<file path="src/rtl/divisor_nr_if.sv">
`default_nettype none
// ============================================================================
//  Module   : divisor_nr_if
//  Purpose  : Start/busy/done handshake and operand/result bus of divisor_nr.
//  Revision : 1.0 - initial release
// ============================================================================
interface divisor_nr_if #(
    parameter int WIDTH = 8
) ();
    logic             start;
    logic             signed_mode;
    logic [WIDTH-1:0] x;
    logic [WIDTH-1:0] y;
    logic             busy;
    logic             done;
    logic [WIDTH-1:0] quotient;
    logic [WIDTH-1:0] remainder;
    logic             div_zero;
    logic             overflow;

    modport master (
        output start, signed_mode, x, y,
        input  busy, done, quotient, remainder, div_zero, overflow
    );

    modport slave (
        input  start, signed_mode, x, y,
        output busy, done, quotient, remainder, div_zero, overflow
    );
endinterface
`default_nettype wire

</file>
<file path="src/rtl/divisor_nr.sv">
`default_nettype none
// ============================================================================
//  Module   : divisor_nr
//  Purpose  : Multi-cycle non-restoring signed/unsigned integer divider.
//  Revision : 1.0 - initial release
// ============================================================================
module divisor_nr #(
    parameter int WIDTH     = 8,
    parameter int SIGNED_EN = 1
) (
    input  logic        clk,
    input  logic        rst_n,
    divisor_nr_if.slave bus
);
    localparam int               c_cnt_w    = $clog2(WIDTH);
    localparam logic [WIDTH-1:0] c_most_neg = {1'b1, {(WIDTH-1){1'b0}}};

    typedef enum logic [1:0] {
        S_IDLE = 2'd0,
        S_RUN  = 2'd1,
        S_FIX  = 2'd2
    } state_t;

    state_t             r_state,    w_state;
    logic [WIDTH:0]     r_a,        w_a;
    logic [WIDTH-1:0]   r_mq,       w_mq;
    logic [WIDTH-1:0]   r_b,        w_b;
    logic [WIDTH-1:0]   r_x,        w_x;
    logic [c_cnt_w-1:0] r_cnt,      w_cnt;
    logic               r_neg_q,    w_neg_q;
    logic               r_neg_r,    w_neg_r;
    logic               r_dz_pend,  w_dz_pend;
    logic               r_ovf_pend, w_ovf_pend;
    logic               r_busy,     w_busy;
    logic               r_done,     w_done;
    logic [WIDTH-1:0]   r_quot,     w_quot;
    logic [WIDTH-1:0]   r_rem,      w_rem;
    logic               r_dz,       w_dz;
    logic               r_ovf,      w_ovf;

    logic               w_sm, w_x_neg, w_y_neg;
    logic [WIDTH-1:0]   w_x_mag, w_y_mag, w_q_fix, w_r_fix;
    logic [WIDTH:0]     w_a_sh, w_a_step, w_a_fix;

    assign w_sm    = bus.signed_mode & (SIGNED_EN != 0);
    assign w_x_neg = w_sm & bus.x[WIDTH-1];
    assign w_y_neg = w_sm & bus.y[WIDTH-1];
    assign w_x_mag = w_x_neg ? -bus.x : bus.x;
    assign w_y_mag = w_y_neg ? -bus.y : bus.y;

    // A wraps modulo 2^(WIDTH+1) mid-step, but each settled value lies in [-B, B)
    assign w_a_sh   = {r_a[WIDTH-1:0], r_mq[WIDTH-1]};
    assign w_a_step = r_a[WIDTH] ? (w_a_sh + {1'b0, r_b}) : (w_a_sh - {1'b0, r_b});
    assign w_a_fix  = r_a[WIDTH] ? (r_a + {1'b0, r_b}) : r_a;
    assign w_q_fix  = r_neg_q ? -r_mq : r_mq;
    assign w_r_fix  = r_neg_r ? -w_a_fix[WIDTH-1:0] : w_a_fix[WIDTH-1:0];

    always_comb begin
        w_state    = r_state;
        w_a        = r_a;
        w_mq       = r_mq;
        w_b        = r_b;
        w_x        = r_x;
        w_cnt      = r_cnt;
        w_neg_q    = r_neg_q;
        w_neg_r    = r_neg_r;
        w_dz_pend  = r_dz_pend;
        w_ovf_pend = r_ovf_pend;
        w_busy     = r_busy;
        w_done     = 1'b0;
        w_quot     = r_quot;
        w_rem      = r_rem;
        w_dz       = r_dz;
        w_ovf      = r_ovf;
        case (r_state)
            S_IDLE: begin
                if (bus.start) begin
                    w_a        = '0;
                    w_mq       = w_x_mag;
                    w_b        = w_y_mag;
                    w_x        = bus.x;
                    w_cnt      = '0;
                    w_neg_q    = w_x_neg ^ w_y_neg;
                    w_neg_r    = w_x_neg;
                    w_dz_pend  = (bus.y == '0);
                    w_ovf_pend = w_sm && (bus.x == c_most_neg) && (bus.y == '1);
                    w_busy     = 1'b1;
                    w_state    = (w_dz_pend || w_ovf_pend) ? S_FIX : S_RUN;
                end
            end
            S_RUN: begin
                w_a  = w_a_step;
                w_mq = {r_mq[WIDTH-2:0], ~w_a_step[WIDTH]};
                if (r_cnt == c_cnt_w'(WIDTH - 1)) begin
                    w_state = S_FIX;
                end else begin
                    w_cnt = r_cnt + 1'b1;
                end
            end
            S_FIX: begin
                // Special cases arrive with cnt=0 and linger one extra cycle here
                if ((r_dz_pend || r_ovf_pend) && (r_cnt == '0)) begin
                    w_cnt = 1'b1;
                end else begin
                    w_state = S_IDLE;
                    w_cnt   = '0;
                    w_busy  = 1'b0;
                    w_done  = 1'b1;
                    w_dz    = r_dz_pend;
                    w_ovf   = r_ovf_pend;
                    if (r_dz_pend) begin
                        w_quot = '1;
                        w_rem  = r_x;
                    end else if (r_ovf_pend) begin
                        w_quot = c_most_neg;
                        w_rem  = '0;
                    end else begin
                        w_quot = w_q_fix;
                        w_rem  = w_r_fix;
                    end
                end
            end
            default: begin
                w_state = S_IDLE;
                w_busy  = 1'b0;
            end
        endcase
    end

    always_ff @(posedge clk) begin
        if (!rst_n) begin
            r_state    <= S_IDLE;
            r_a        <= '0;
            r_mq       <= '0;
            r_b        <= '0;
            r_x        <= '0;
            r_cnt      <= '0;
            r_neg_q    <= 1'b0;
            r_neg_r    <= 1'b0;
            r_dz_pend  <= 1'b0;
            r_ovf_pend <= 1'b0;
            r_busy     <= 1'b0;
            r_done     <= 1'b0;
            r_quot     <= '0;
            r_rem      <= '0;
            r_dz       <= 1'b0;
            r_ovf      <= 1'b0;
        end else begin
            r_state    <= w_state;
            r_a        <= w_a;
            r_mq       <= w_mq;
            r_b        <= w_b;
            r_x        <= w_x;
            r_cnt      <= w_cnt;
            r_neg_q    <= w_neg_q;
            r_neg_r    <= w_neg_r;
            r_dz_pend  <= w_dz_pend;
            r_ovf_pend <= w_ovf_pend;
            r_busy     <= w_busy;
            r_done     <= w_done;
            r_quot     <= w_quot;
            r_rem      <= w_rem;
            r_dz       <= w_dz;
            r_ovf      <= w_ovf;
        end
    end

    assign bus.busy      = r_busy;
    assign bus.done      = r_done;
    assign bus.quotient  = r_quot;
    assign bus.remainder = r_rem;
    assign bus.div_zero  = r_dz;
    assign bus.overflow  = r_ovf;
endmodule
`default_nettype wire
</file>
<file path="src/flat_wrapper.sv">
// flat-port wrapper written by rule: the top's interface ports become plain ports
module divisor_nr_flat 
#(
    parameter int WIDTH     = 8,
    parameter int SIGNED_EN = 1
)
  (clk, rst_n, bus_start, bus_signed_mode, bus_x, bus_y, bus_busy, bus_done, bus_quotient, bus_remainder, bus_div_zero, bus_overflow);
  divisor_nr_if #(.WIDTH(WIDTH)) bus_i ();
  input  logic clk;
  input  logic rst_n;
  input wire logic [$bits(bus_i.start)-1:0] bus_start;
  input wire logic [$bits(bus_i.signed_mode)-1:0] bus_signed_mode;
  input wire logic [$bits(bus_i.x)-1:0] bus_x;
  input wire logic [$bits(bus_i.y)-1:0] bus_y;
  output wire logic [$bits(bus_i.busy)-1:0] bus_busy;
  output wire logic [$bits(bus_i.done)-1:0] bus_done;
  output wire logic [$bits(bus_i.quotient)-1:0] bus_quotient;
  output wire logic [$bits(bus_i.remainder)-1:0] bus_remainder;
  output wire logic [$bits(bus_i.div_zero)-1:0] bus_div_zero;
  output wire logic [$bits(bus_i.overflow)-1:0] bus_overflow;
  assign bus_i.start = bus_start;
  assign bus_i.signed_mode = bus_signed_mode;
  assign bus_i.x = bus_x;
  assign bus_i.y = bus_y;
  assign bus_busy = bus_i.busy;
  assign bus_done = bus_i.done;
  assign bus_quotient = bus_i.quotient;
  assign bus_remainder = bus_i.remainder;
  assign bus_div_zero = bus_i.div_zero;
  assign bus_overflow = bus_i.overflow;
  divisor_nr #(.WIDTH(WIDTH), .SIGNED_EN(SIGNED_EN)) u_core (.clk(clk), .rst_n(rst_n), .bus(bus_i));
endmodule
</file>
<file path="config.mk">
export PLATFORM = sky130hd
export DESIGN_NAME = divisor_nr_flat
export DESIGN_NICKNAME = d
export VERILOG_FILES = /design/src/rtl/divisor_nr_if.sv /design/src/rtl/divisor_nr.sv /design/src/flat_wrapper.sv
export SDC_FILE = /design/constraint.sdc
export NUM_CORES = 1
export LEC_CHECK = 0
export BUFFER_PORTS_ARGS = -buffer_cell sky130_fd_sc_hd__buf_2
export CORE_ASPECT_RATIO = 1.25
export CORE_MARGIN = 2
export CORE_UTILIZATION = 35
export CTS_CLUSTER_SIZE = 40
export DETAILED_ROUTE_END_ITERATION = 6
export PLACE_DENSITY = 0.61
export SYNTH_ARGS = -nofsm -noshare
export SYNTH_HDL_FRONTEND = slang
export SYNTH_SLANG_ARGS = --single-unit
</file>
<file path="constraint.sdc">
create_clock -name clk -period 7.8 [get_ports clk]
set_clock_uncertainty 0.05 [all_clocks]
set_input_delay 1.56 -clock clk [delete_from_list [all_inputs] [get_ports clk]]
set_output_delay 1.56 -clock clk [all_outputs]
set_load 0.02 [all_outputs]
</file>
==> metrics, run 1 <==
status completed; post-cts resize count 0; diode count 0; FF-to-FF Start u_core.r_state[0]; Starting Density 36.03%; Register-to-Register Path Depth 6; Main synth FF type dfxtp_1; Synth Instances 531; Via density 5.241; Slew @ Worst Pin 1145 ps; maximum level of the CTS H-tree 3; global route overflow 0; Layout fillers 1229; Peak VDD IR 0.0001219 V; CTS Buf Count 9; layout cell share with drive strength beyond 1 11.67%; worst rel slew slack 23.16%; Worst Setup Start Kind input port; dpl hpwl 7.892 mm; Core Region 0.01167 mm²; Worst EP required 7970 ps; I/O Pins 40; TritonCTS clock tree done; warnings from Yosys 0; vias in the first global route 3692; slowest stage delay, CP 790 ps; max-slew violations 0; Distinct cells, synth 54; Post-Synth Adder-Cell Area 9.283%; Final Hold Vio Count 0; Setup TNS 0 ps; Final Cell Area 0.004723 mm²; synthesized flop and latch total 62; hold_sp u_core.bus.overflow; post-synthesis simple-gate area fraction 23.36%; sequential-to-total area share from yosys stat 29.52%; NumNets Final 602; Worst-Skew Late Latency 330 ps; first-pass GRT wire length 17.83 mm; die height 126.6 µm; FFs w/ async S/R, synth 0%; Critical Path AT 3310 ps; EDFF count, synth 0; crit path cell chain buf_2, nand2_1, o21ai_1, o21ai_0, a21oi_1, nor2_1; Worst-path clk slew 60 ps; post-route ant nets 0; drt drc 0; CTS max path bufs 2; # clock sinks 62; xor-xnor portion of the synthesized cell area 7.289%; CP max stage cell o21ai_1; global-route usage over all layers 17.33%; Compound-Gate Fraction of Synth Area 22.40%; Worst Path Max Fanout 18; RSZ-0062 raised after global routing false; kind of end point of the critical path register; final setup vio count 0; total power 941.7 µW; max_cap viols 0; Post-CTS Setup Repair Bufs 0; PwrDens 199.4 mW/mm²; initial antenna violation count 0; chip width 102.0 µm; Peak Freq 0.3188 GHz; Synth Cell Area 0.004205 mm²; worst hold-check path type reg2reg; largest net degree at the start of global routing 67; cts hold-fix bufs 0; mux cell area share after synthesis 2.172%; Post-DP Area 0.004414 mm²; DRT Pass-1 Iters 5; routed via count 3763; IO buf count 39; Hold Crit Depth 2; largest family of logic cells by synthesized area simple AND/OR/NAND/NOR gates; die area 0.01291 mm²; Tcrit/Tclk final 40.22%; Leak Pwr 0.001987 µW; critical path class in2reg; crit path from bus_start; Synth Area per Inst 7.920 µm²; GPL Wtd Cong 0.8854; First DRT Iteration DRCs 185; Post-Route WL 10.69 mm; net count after synthesis 581; routed length per instance 14.89 µm; Rows 44; Final min period 3137 ps; Area growth, synth to finish 12.32%; root buf cell clkbuf_16
[cells by family (layout without fill, tap and decap cells)]
family	count (synthesis)	after routing
AOI/OAI and AO/OA	140	140
adders and majority gates	30	30
xor gates and xnor gates	35	35
muxes	9	9
DFF	62	62
buffers and inverters	46	72
and+or+nand+nor	209	209
[state kept, by name, indices dropped and copies added, names as in the netlist]
name,count
u_core.bus.busy,1
u_core.bus.div_zero,1
u_core.bus.done,1
u_core.bus.overflow,1
u_core.bus.quotient,8
u_core.bus.remainder,8
u_core.r_a,9
u_core.r_b,8
u_core.r_cnt,3
u_core.r_dz_pend,1
u_core.r_mq,8
u_core.r_neg_q,1
u_core.r_neg_r,1
u_core.r_ovf_pend,1
u_core.r_state,2
u_core.r_x,8
[layout by cell type (no fill, tap or decap), types with 4 or more instances in the layout]
cell type | netlist | final
xnor2_1 | 18 | 18
or3_1 | 4 | 4
a31oi_1 | 4 | 4
nand2b_1 | 5 | 5
a21boi_0 | 32 | 32
nand2_1 | 75 | 75
o22ai_1 | 7 | 7
mux2i_1 | 8 | 8
buf_2 | 1 | 39
o21ai_0 | 32 | 32
o211a_1 | 7 | 7
nor4_1 | 4 | 4
ha_1 | 28 | 28
dfxtp_1 | 62 | 62
o211ai_1 | 6 | 6
and2_1 | 11 | 11
a21oi_1 | 25 | 25
nand3_1 | 24 | 24
clkbuf_16 | 0 | 9
nor2_1 | 50 | 50
inv_1 | 17 | 17
nor3_1 | 16 | 16
xor2_1 | 17 | 17
o31ai_1 | 6 | 6
[final timing paths]
path | slack, ps | end
worst min-delay path | 420 | u_core.bus.overflow
worst max register to register | 4670 | u_core.r_mq[0]
worst max-delay path | 4660 | u_core.r_mq[0]
worst min register to register | 420 | u_core.bus.overflow
[worst max-delay path, delay by kind of cell]
kind | cells | cell delay [ps]
buffers and inverters | 1 | 120
AND/OR/NAND/NOR | 2 | 430
AO/OA/AOI/OAI | 3 | 1200
[per-stage QoR]
step                utilization (%)  instances  setup WS [ps]  hold WS, ps
finish                        40.47        718           4663        417.0
global route                  40.47        718           4417        436.0
CTS                           40.47        718           4696        418.9
detailed placement            37.82        702           4349        404.5
global placement              37.82        702           4425        402.8
floorplan                         -        531           4942        393.3
[power breakdown]
part           internal, µW  switching [µW]
Clock                   257             152
Sequential              332            23.7
Combinational          73.8             103
Total                   663             279
[layout make-up]
| cell class | instances | area (µm²) | share of cell area [%] |
|---|---|---|---|
| flip-flops and latches | 62 | 1241 | 26.28 |
| multi-input cells | 423 | 2713 | 57.43 |
| well taps | 161 | 201.4 | 4.265 |
| clock inverters | 6 | 70.07 | 1.483 |
| clock buffers | 10 | 239.0 | 5.060 |
| repair buffers | 39 | 195.2 | 4.132 |
| inverters | 17 | 63.81 | 1.351 |
[metal layers]
layer  GRT usage [%]  share of wire (%)  routed length, µm  vias to the layer above
met5               0                  0                  0                        -
met4           7.765                2.7                288                        0
met3           3.140                3.9                416                       25
met2           29.37                 51               5403                       80
met1           21.11                 43               4581                     1755
li1                -                  -                  -                     1903
[synthesized netlist by cell type (3+ instances only)]
library cell	n	area, µm²
a31oi_1	4	25.02
nor4_1	4	25.02
or3_1	4	25.02
o211a_1	7	70.07
o211ai_1	6	45.04
nand3b_1	3	22.52
a21o_1	3	22.52
o21bai_1	3	22.52
o21ai_0	32	160.2
a21boi_0	32	240.2
o22ai_1	7	43.79
o31ai_1	6	45.04
clkbuf_1	23	86.33
nand3_1	24	120.1
nor2b_1	3	18.77
dfxtp_1	62	1241
nor3b_1	3	22.52
nor3_1	16	80.08
o21a_1	3	22.52
nand2b_1	5	31.28
nand2_1	75	281.5
ha_1	28	350.3
a21oi_1	25	125.1
nor2_1	50	187.7
xnor2_1	18	157.7
inv_1	17	63.81
xor2_1	17	148.9
and2_1	11	68.82
mux2i_1	8	80.08
Note: power is estimated with default switching activity, not from simulation.
==> inputs of run 2 (changes only) <==
--- a/config.mk
+++ b/config.mk
@@ -5,6 +5,7 @@
 export SDC_FILE = /design/constraint.sdc
 export NUM_CORES = 1
 export LEC_CHECK = 0
+export ABC_AREA = 1
 export BUFFER_PORTS_ARGS = -buffer_cell sky130_fd_sc_hd__buf_2
 export CORE_ASPECT_RATIO = 1.25
 export CORE_MARGIN = 2
==> constraint.sdc (replaced) <==
create_clock -name clk -period 3 [get_ports clk]
set_clock_uncertainty 0.05 [all_clocks]
set_input_delay 0.6 -clock clk [delete_from_list [all_inputs] [get_ports clk]]
set_output_delay 0.6 -clock clk [all_outputs]
set_load 0.02 [all_outputs]
==> metrics, run 2 <==
# clock sinks 62 (unchanged); sequential-to-total area share from yosys stat 30.14% (was 29.52%); Core Region 0.01156 mm² (was 0.01167 mm²); Critical Path AT 2680 ps (was 3310 ps); layer with the highest usage met2 (unchanged); first-pass GRT wire length 18.72 mm (was 17.83 mm); DRT Pass-1 Iters 5 (unchanged); top post-synthesis cells by count nand2_1, inv_1, a21oi_1, dfxtp_1, o21ai_0 (was nand2_1, dfxtp_1, nor2_1, a21boi_0, o21ai_0); routed via count 4062 (was 3763); Peak VDD IR 0.0004804 V (was 0.0001219 V); IO buf count 39 (unchanged); die height 125.3 µm (was 126.6 µm); RSZ-0062 raised after global routing false (unchanged); net count after synthesis 656 (was 581); dpl hpwl 8.800 mm (was 7.892 mm); final setup vio count 0 (unchanged); status completed (unchanged); worst hold-check path type reg2reg (unchanged); Starting Density 35.62% (was 36.03%); commonest non-fill, non-tap cell in the layout nand2_1 (unchanged); Final min period 2527 ps; die area 0.01265 mm² (was 0.01291 mm²); Leak Pwr 0.002209 µW (was 0.001987 µW); Worst EP required 3150 ps (was 7970 ps); GPL Wtd Cong 0.8969 (was 0.8854); post-cts resize count 0 (unchanged); Worst Path Max Fanout 5 (was 18); global-route usage over all layers 18.58% (was 17.33%); post-route insts no fill 785 (was 718); CTS Buf Count 9 (unchanged); met1 Use GR 23.10% (was 21.11%); met2 Use GR 31.76% (was 29.37%); Area growth, synth to finish 15.04% (was 12.32%); Worst Setup Start Kind register (was input port); FFs w/ async S/R, synth 0% (unchanged); Biggest register u_core.r_a (unchanged); routed length per instance 14.48 µm (was 14.89 µm); Final Hold Vio Count 0 (unchanged); PwrDens 953.0 mW/mm² (was 199.4 mW/mm²); Synth area leaders dfxtp_1, nand2_1, ha_1, a21oi_1, inv_1 (was dfxtp_1, ha_1, nand2_1, a21boi_0, nor2_1); Peak Freq 0.3958 GHz; layout cell share with drive strength beyond 1 13.29% (was 11.67%); worst rel slew slack 58.57% (was 23.16%); Main synth FF type dfxtp_1 (unchanged); cell taking the most area after synthesis dfxtp_1 (unchanged); EDFF count, synth 0 (unchanged); Post-CTS Setup Repair Bufs 0 (unchanged); Via density 5.175 (was 5.241); vias in the first global route 3875 (was 3692); NumNets Final 693 (was 602); Distinct cells, synth 39 (was 54); max reg flops 9 (unchanged); Synth top area share 30.14% (was 29.52%); Synth Area per Inst 6.795 µm² (was 7.920 µm²); largest net degree at the start of global routing 35 (was 67); Rows 44 (unchanged); global route overflow 0 (unchanged); critical path class reg2reg (was in2reg); Tcrit/Tclk final 84.22%; Worst-path clk slew 50 ps (was 60 ps); Synth Cell Area 0.004118 mm² (was 0.004205 mm²); Setup TNS 0 ps (unchanged); maximum level of the CTS H-tree 3 (unchanged); kind of end point of the critical path register (unchanged); TritonCTS clock tree done (unchanged); First DRT Iteration DRCs 280 (was 185); CTS max path bufs 2 (unchanged); cell with the most instances after synthesis nand2_1 (unchanged); max-slew violations 0 (unchanged); Synth Instances 606 (was 531); Post-Route WL 11.37 mm (was 10.69 mm); post-route ant nets 0 (unchanged); dpl cells 770 (was 702); cts hold-fix bufs 0 (unchanged); synthesized flop and latch total 62 (unchanged); warnings from Yosys 0 (unchanged); max_cap viols 0 (unchanged); initial antenna violation count 0 (unchanged); root buf cell clkbuf_16 (unchanged); Slew @ Worst Pin 614.9 ps (was 1145 ps); met3 GRT Util 3.242% (was 3.140%); Worst-Skew Late Latency 330 ps (about the same); Core Util, Final 40.97% (was 40.47%); diode count 0 (unchanged); most frequent cells in the layout nand2_1, inv_1, a21oi_1 (was nand2_1, dfxtp_1, nor2_1); I/O Pins 40 (unchanged); drt drc 0 (unchanged); chip width 101.0 µm (was 102.0 µm)
run 2: cell types whose count changed in the layout (fill, tap and decap cells not counted), moves of 11 or more:
| cell | before | now |
|---|---|---|
| nand2_1 | 75 | 129 |
| xnor2_1 | 18 | 1 |
| o21ai_0 | 32 | 43 |
| inv_1 | 17 | 80 |
| nand3_1 | 24 | 40 |
| a21oi_1 | 25 | 66 |
| a21boi_0 | 32 | 0 |
| nor2_1 | 50 | 37 |
run 2: path summary, 6_finish.rpt:
kind	from	to	slack, ps	depth (start not counted)
setup / recovery	u_core.r_b[1]	u_core.r_mq[0]	470	13
hold / removal	u_core.bus.busy	u_core.bus.busy	410	2
setup reg to reg	u_core.r_b[1]	u_core.r_mq[0]	470	13
hold reg to reg	u_core.bus.busy	u_core.bus.busy	410	2
run 2: stage by stage:
step / hold slack [ps] / setup slack (ps) / cell area, µm² / total power (µW)
finish: 408.6 / 473.3 / 4737 / 4514
global route: 439.0 / 270.6 / 4737 / 4916
CTS: 410.2 / 471.3 / 4737 / 4530
detailed placement: 401.6 / 536.3 / 4438 / 3467
global placement: 398.2 / 525.7 / 4438 / 3435
floorplan: 380.1 / 800.0 / 4118 / 2932
run 2: cell type report:
type	count	area [µm²]
multi-input combinational	440	2469
tap	138	172.7
sequential	62	1241
inverter	86	322.8
clock inverter	5	60.06
fill	1257	6824
clock buffer	10	239.0
timing repair buffer	44	232.7
run 2: worst max-delay path, stage by stage, from the launching register on:
cell and delay [ps]:
dfxtp_1 360, nor3_1 280, nand2_1 110, o31ai_1 250, xor2_1 110, ha_1 340
nand2_1 80, or2_2 290, nand3_1 140, inv_1 60, nand2_1 70, nand3_1 90
nand3_1 100, a21oi_1 70
run 2: layer usage:
metal / up-vias / part of all wire (%)
met5: - / 0
met4: 0 / 2.1
met3: 15 / 3.8
met2: 77 / 49
met1: 1869 / 45
li1: 2101 / -
run 2: cells by family (layout without fill, tap and decap cells):
logic type / Yosys count / in the layout / synth area share [%]
simple gates: 250 / 250 / 27.26
buf+inv: 104 / 145 / 9.906
fa+ha+maj: 30 / 30 / 9.481
xor+xnor: 14 / 14 / 2.978
compound gates: 146 / 146 / 20.24
flops: 62 / 62 / 30.14
run 2: power by group:
part | total (µW) | internal [µW] | switching (µW)
Clock | 1040 | 661 | 381
Sequential | 1260 | 1030 | 235
Combinational | 2210 | 775 | 1440
